<file path="config.mk">
export PLATFORM = sky130hd
export DESIGN_NAME = seg7_scan_driver
export DESIGN_NICKNAME = d
export VERILOG_FILES = /design/src/rtl/seg7_scan_driver.sv
export SDC_FILE = /design/constraint.sdc
export NUM_CORES = 1
export LEC_CHECK = 0
export BUFFER_PORTS_ARGS = -buffer_cell sky130_fd_sc_hd__buf_2
export CAP_MARGIN = 0
export CORE_ASPECT_RATIO = 0.9
export CORE_MARGIN = 3
export CORE_UTILIZATION = 30
export DETAILED_ROUTE_END_ITERATION = 8
export PLACE_DENSITY = 0.5
export SLEW_MARGIN = 20
export SYNTH_ARGS = -nofsm -noshare
export SYNTH_HDL_FRONTEND = slang
export SYNTH_SLANG_ARGS = --single-unit
</file>
<file path="constraint.sdc">
create_clock -name clk -period 1.95 [get_ports clk]
set_input_delay 0 -clock clk [delete_from_list [all_inputs] [get_ports clk]]
set_output_delay 0 -clock clk [all_outputs]
set_load 0.03 [all_outputs]
</file>
<file path="src/rtl/seg7_scan_driver.sv">
// Time-multiplexed 8-digit common-anode 7-segment scanner with per-frame input
// snapshot, per-digit blink and decimal point, and registered active-low outputs.
module seg7_scan_driver #(
  parameter int unsigned SCAN_DIV     = 100000,
  parameter int unsigned BLINK_FRAMES = 64
) (
  input  logic        clk,
  input  logic        rst,
  input  logic        EN,
  input  logic [31:0] Disp_num,
  input  logic [7:0]  point_in,
  input  logic [7:0]  LE_in,
  output logic [7:0]  AN,
  output logic [7:0]  SEGMENT,
  output logic        frame_done
);

  localparam int unsigned DIV_W = (SCAN_DIV > 1) ? $clog2(SCAN_DIV) : 1;
  localparam int unsigned FRM_W = (BLINK_FRAMES > 1) ? $clog2(BLINK_FRAMES) : 1;

  logic [DIV_W-1:0] div_cnt;
  logic [2:0]       idx;
  logic [FRM_W-1:0] frame_cnt;
  logic             blink_ph;
  logic [31:0]      disp_s;
  logic [7:0]       point_s;
  logic [7:0]       le_s;

  logic       tick_c;
  logic       wrap_c;
  logic       blank_c;
  logic [3:0] nib_c;
  logic [6:0] hex_c;
  logic [7:0] an_c;
  logic [7:0] seg_c;

  // Slot timing and next-output decode from the current scan state.
  always_comb begin
    tick_c  = EN && (div_cnt == DIV_W'(SCAN_DIV - 1));
    wrap_c  = tick_c && (idx == 3'd7);
    blank_c = !EN || (le_s[idx] && blink_ph);
    nib_c   = disp_s[{idx, 2'b00} +: 4];
    hex_c   = 7'h7F;
    case (nib_c)
      4'h0: hex_c = 7'h40;
      4'h1: hex_c = 7'h79;
      4'h2: hex_c = 7'h24;
      4'h3: hex_c = 7'h30;
      4'h4: hex_c = 7'h19;
      4'h5: hex_c = 7'h12;
      4'h6: hex_c = 7'h02;
      4'h7: hex_c = 7'h78;
      4'h8: hex_c = 7'h00;
      4'h9: hex_c = 7'h10;
      4'hA: hex_c = 7'h08;
      4'hB: hex_c = 7'h03;
      4'hC: hex_c = 7'h46;
      4'hD: hex_c = 7'h21;
      4'hE: hex_c = 7'h06;
      4'hF: hex_c = 7'h0E;
    endcase
    an_c  = blank_c ? 8'hFF : ~(8'h01 << idx);
    seg_c = blank_c ? 8'hFF : {~point_s[idx], hex_c};
  end

  // Divider, digit index, frame/blink counters and wrap-time snapshot.
  always_ff @(posedge clk or negedge rst) begin
    if (!rst) begin
      div_cnt   <= '0;
      idx       <= 3'd0;
      frame_cnt <= '0;
      blink_ph  <= 1'b0;
      disp_s    <= 32'd0;
      point_s   <= 8'd0;
      le_s      <= 8'd0;
    end else begin
      if (tick_c) begin
        div_cnt <= '0;
        idx     <= idx + 3'd1;
      end else if (EN) begin
        div_cnt <= div_cnt + DIV_W'(1);
      end
      if (wrap_c) begin
        disp_s  <= Disp_num;
        point_s <= point_in;
        le_s    <= LE_in;
        if (frame_cnt == FRM_W'(BLINK_FRAMES - 1)) begin
          frame_cnt <= '0;
          blink_ph  <= ~blink_ph;
        end else begin
          frame_cnt <= frame_cnt + FRM_W'(1);
        end
      end
    end
  end

  // Registered outputs keep anode switching glitch-free.
  always_ff @(posedge clk or negedge rst) begin
    if (!rst) begin
      AN         <= 8'hFF;
      SEGMENT    <= 8'hFF;
      frame_done <= 1'b0;
    end else begin
      AN         <= an_c;
      SEGMENT    <= seg_c;
      frame_done <= wrap_c;
    end
  end

endmodule

</file>
==> results.yml, run 1 <==
status:
  status: "complete, but fails checks"
  violations: "negative setup slack"
cts:
  h-tree-depth: 3
  clock_sinks: 92
  clk_latency_ns: 0.35
  cts_buffers: 9
  clkSlewWorstSetupHoldPaths_ns: 0.07
  cts_buffer_depth: 2
  cts_tree: "yes"
  clock-root-buffer: "clkbuf_16"
floorplanning:
  core_um2: 14100
  die_w_um: 133
  ios: 68
  start_util: 0.309
  die_y_um: 120
  dieArea_um2: 16000
  fp-row-count: 41
final_layout:
  drive_gt1_frac: 0.293
  fin_nets: 641
  fillers: 1347
  diodes: 0
  area_growth_pct: 38.9
  fin_util: 0.430
critical_path:
  crit_path_end_kind: "flop"
  crit_type: "reg2reg"
  required_ns: 2.20
  crit_slowest_cell: "mux4_2"
  start_kind: "flop"
  cp_max_fo: 5
  crit_path_frequent_cell: "buf_4"
  worstPathArrival_ns: 2.23
  crit_chain: "buf_4, mux4_2, nand2_1, and2_4, buf_4, ha_2, o21ai_2, o221ai_1"
  critical_path.max_stage_delay_ns: 0.51
timing:
  finalClockSkew_ns: 0.0111
  fmax_mhz: 503
  min_period_ns: 1.99
  rsz0062_at_grt: "true"
  max_slew_margin: 0.660
  timing_hold_violations_final: 0
  finalCritPeriodShare: 1.02
  tightest_slew_ns: 0.510
  hold_ws_ns: 0.164
  setup_viol: 8
  fin_ws_ns: -0.0370
  slew_violations: 0
placed_design:
  dp_hpwl_um: 7190
  post-place-ws_ns: -0.0546
  placement.io_buffers: 67
  place_congestion: 0.806
synthesis:
  synth-edff-count: 0
  syn_nets: 498
  avgSynthCellArea_um2: 10.1
  synthesis.area_um2: 4360
  synth_warnings: 0
  synth_cell_types: 46
  syn_inst: 433
  synth_ff_type: "dfrtp_1"
  yosys.area.top_type_share: 0.436
  yosysTopAreaCell: "dfrtp_1"
  ys_seq_area_frac: 0.532
  synth_top_cells_by_area: "dfrtp_1 44%, nand2_1 15%, dfstp_2 9.6%"
  ys_ff_latch: 92
  async_reset_ff_frac: 1.00
worst_hold_path:
  hold_path_class: "in2async"
drt:
  wl_per_cell_um: 13.6
  avgViaCountPerCell: 4.46
  detail_route.iter0.violations: 187
  vias: 3452
  drc: 0
  ant_nets: 0
  dr.pass1.iters: 4
  drt-total-wl_um: 10500
global_routing:
  grt_max_degree: 56
  grt_remaining_overflow: 0
  antenna_found_initial: 0
  grt_pass1_vias: 3608
  grt.total_usage: 0.139
  grt_pass1_wl_um: 17800
power:
  power_density_nw_per_um2: 694
  peakVddDrop_v: 0.000404
  leakage_uw: 0.00300
  p_total_uw: 4210
job:
  drv_cap: 0
[placed cells by master (no fill, tap or decap), types with 5 or more instances in the layout]
cell type / instances
and3_1: 5
buf_12: 5
buf_2: 66
buf_4: 27
clkbuf_16: 9
dfrtp_1: 76
dfstp_2: 16
dlygate4sd3_1: 50
ha_1: 7
mux2i_1: 8
mux4_2: 7
nand2_1: 175
nand3_1: 9
nand4_1: 8
nor2_1: 12
o21ai_0: 6
xnor2_1: 13
[metal layers]
metal,global-route usage,up-vias,routed length [µm]
li1,-,1711,-
met1,0.192,1641,5260
met2,0.210,82,4550
met3,0.0428,18,493
met4,0.0469,0,225
met5,0,-,0
[where the power goes]
part / switching [µW] / total, µW / leakage, µW / internal, µW
clock network: 774 / 1780 / 0.000147 / 1000
registers: 80.8 / 2070 / 0.00120 / 1990
logic: 155 / 363 / 0.00165 / 208
total: 1010 / 4210 / 0.00300 / 3200
[synth_stat cells (all sizes together) (3+ instances only)]
master	n
and2	5
and3	7
buf	13
clkbuf	5
dfrtp	76
dfstp	16
ha	14
inv	7
mux2	5
mux2i	8
mux4	10
nand2	175
nand3	10
nand4	8
nor2	12
nor2b	3
nor3	6
o21ai	11
o31ai	3
xnor2	13
xor2	4
[path summary, 6_finish.rpt]
path | from | to | slack, ns | cells after the start
setup reg to reg | idx[0] | SEGMENT[2] | -0.04 | 8
min in group clk | point_in[7] | point_s[7] | 0.38 | 4
max in group asynchronous | rst | SEGMENT[7] | 1.07 | 3
hold reg to reg | le_s[7] | le_s[7] | 0.46 | 2
setup / recovery | idx[0] | SEGMENT[2] | -0.04 | 8
hold / removal | rst | point_s[3] | 0.16 | 2
[worst max-delay path: cells and delay by family, from the launching register on]
| kind | cells | cell delay, ns |
|---|---|---|
| compound gates | 2 | 0.28 |
| mux | 1 | 0.51 |
| simple gates | 2 | 0.27 |
| buf+inv | 2 | 0.28 |
| flops | 1 | 0.38 |
| fa+ha+maj | 1 | 0.16 |
[layout make-up]
type | instances | area [µm²] | share of cell area
Clock buffer | 9 | 225 | 0.0372
Tap cell | 193 | 241 | 0.0398
Inverter | 7 | 31.3 | 0.00516
Multi-Input combinational cell | 316 | 2010 | 0.331
Timing Repair Buffer | 150 | 1160 | 0.191
Sequential cell | 92 | 2320 | 0.383
Clock inverter | 7 | 76.3 | 0.0126
[state kept, by name (all words and copies together), names as in the netlist]
signal      flops
AN              8
SEGMENT         8
blink_ph        1
disp_s         32
div_cnt        17
frame_cnt       6
frame_done      1
idx             3
le_s            8
point_s         8
[cell families after synthesis]
group	Yosys count	synth area share
fa+ha+maj	14	0.0401
mux	23	0.0863
flops	92	0.532
compound gates	28	0.0439
buf+inv	25	0.0353
simple gates	234	0.228
xor+xnor	17	0.0341
[through the flow]
stage | TNS [ns] | cell area (µm²) | instances
after floorplan | -0.00969 | 4420 | 433
after global placement | -0.210 | 5140 | 702
after detailed placement | -0.486 | 5140 | 702
after CTS | -0.147 | 6000 | 771
after global routing | -1.49 | 6060 | 774
final | -0.102 | 6060 | 774
[repair_timing]
item,4_1_cts,5_1_grt
buffers inserted,3,2
gates resized for setup,7,11
hold endpoints to repair,88,0
setup endpoints to repair,56,63
hold buffers,50,0
cloned,0,1
pin swaps,3,5
Power figures use the tool's default switching activity.
==> inputs of run 2 (changes only) <==
- PLACE_DENSITY: 0.5 -> 0.47
==> results.yml, run 2 (synthesized netlist as in run 1, its figures left out) <==
status:
  status: "finished clean"
critical_path:
  start_kind: "flop"
  worstPathArrival_ns: 2.20
  crit_chain: "buf_6, mux4_2, nand2_2, and2_4, inv_4, ha_2, o21ai_2, o211a_1, o21ai_1"
  crit_slowest_cell: "mux4_2"
  crit_family: "multiplexers"
  cp_max_fo: 5
  path_buf_inv: 2
  crit_path_end_kind: "flop"
  critical_path.max_stage_delay_ns: 0.52
  crit_type: "reg2reg"
  required_ns: 2.22
timing:
  rsz0062_at_grt: "true"
  tightest_slew_ns: 0.552
  slew_violations: 0
  min_period_ns: 1.93
  finalClockSkew_ns: 0.00561
  setup_viol: 0
  finalSetupTns_ns: 0
  fmax_mhz: 518
  finalCritPeriodShare: 0.990
  timing_hold_violations_final: 0
  max_slew_margin: 0.632
global_routing:
  grt_remaining_overflow: 0
  grt_pass1_wl_um: 17800
  grt_pass1_vias: 3525
  antenna_found_initial: 0
  grt.total_usage: 0.140
  grt_max_degree: 52
final_layout:
  largest_reg_flops: 32
  diodes: 0
  area_growth_pct: 38.9
  drive_gt1_frac: 0.297
  final_cell_mix: "171 x nand2_1, 76 x dfrtp_1, 66 x buf_2"
  top_regs: "disp_s x32, div_cnt x17"
  regMostFlops: "disp_s"
  fin_nets: 641
  final_common_cell: "nand2_1"
cts:
  cts_tree: "yes"
  cts_buffers: 9
  clock_sinks: 92
  clk_latency_ns: 0.35
  cts_buffer_depth: 2
  clock-root-buffer: "clkbuf_16"
  clkSlewWorstSetupHoldPaths_ns: 0.06
  h-tree-depth: 3
drt:
  drt-total-wl_um: 10400
  dr.pass1.iters: 4
  detail_route.iter0.violations: 100
  wl_per_cell_um: 13.5
  drc: 0
  avgViaCountPerCell: 4.40
  ant_nets: 0
  vias: 3393
power:
  peakVddDrop_v: 0.000468
  p_total_uw: 4300
  power_density_nw_per_um2: 710
  leakage_uw: 0.00299
placed_design:
  dp_hpwl_um: 7390
  placement.io_buffers: 67
  place_congestion: 0.745
job:
  drv_cap: 0
floorplanning:
  core_um2: 14100
  die_y_um: 120
  start_util: 0.309
  die_w_um: 133
  dieArea_um2: 16000
  fp-row-count: 41
  ios: 68
worst_hold_path:
  hold_path_class: "in2async"
## run 2: cell count changes in the layout (fill, tap and decap cells not counted), sizes merged
cell / previous run / this run
clkbuf: 9 / 10
bufinv: 1 / 2
clkinvlp: 1 / 0
clkinv: 4 / 1
## run 2: through the flow
| stage | setup slack [ns] | hold WS (ns) | utilization | instance area [µm²] | cells |
|---|---|---|---|---|---|
| floorplan | -0.00538 | -0.296 | - | 4420 | 433 |
| CTS | -0.00399 | 0.206 | 0.428 | 6040 | 770 |
| global placement | -0.0163 | 0.0239 | 0.362 | 5100 | 698 |
| finish | 0.0197 | 0.184 | 0.429 | 6060 | 772 |
| global route | -0.125 | 0.247 | 0.429 | 6060 | 772 |
| detailed placement | -0.0484 | 0.0379 | 0.362 | 5100 | 698 |
## run 2: routing by layer
metal | share of wire | GRT usage | wire (µm)
met4 | 0.016 | 0.0501 | 165
met2 | 0.43 | 0.209 | 4470
met5 | 0 | 0 | 0
met3 | 0.037 | 0.0354 | 384
met1 | 0.52 | 0.200 | 5410
## run 2: worst paths after layout
| check | endpoint | start | cells past startpoint | slack, ns |
|---|---|---|---|---|
| min | div_cnt[16] | rst | 2 | 0.18 |
| min reg2reg | point_s[0] | point_s[0] | 2 | 0.46 |
| min in group clk | disp_s[10] | Disp_num[10] | 4 | 0.38 |
| max reg2reg | SEGMENT[3] | idx[0] | 9 | 0.02 |
| max in group asynchronous | disp_s[16] | rst | 3 | 1.08 |
| max | SEGMENT[3] | idx[0] | 9 | 0.02 |
## run 2: worst reg2reg max path, cell delays in order, from the launching register on
cell and delay, ns:
dfrtp_1 0.37, buf_6 0.14, mux4_2 0.52, nand2_2 0.08, and2_4 0.21, inv_4 0.06
ha_2 0.19, o21ai_2 0.07, o211a_1 0.16, o21ai_1 0.06
## run 2: final cells by class
type	count	area [µm²]
inverter	7	31.3
clock buffer	10	239
fill	1402	8050
sequential	92	2320
tap	193	241
multi-input combinational	316	1990
clock inverter	4	73.8
timing repair buffer	150	1160
## run 2: power breakdown
| part | internal (µW) | switching, µW | leakage [µW] | total (µW) |
|---|---|---|---|---|
| clock | 1150 | 725 | 0.000155 | 1870 |
| sequential | 1990 | 81.7 | 0.00120 | 2070 |
| combinational | 209 | 154 | 0.00164 | 363 |
## run 2: repair_timing
item | CTS | global route
hold endpoints to repair | 74 | 0
setup buffers | 7 | 3
hold buffers | 50 | 0
pin swaps | 6 | 3
resized for setup | 15 | 7
gates cloned | 1 | 0
setup endpoints to repair | 10 | 20
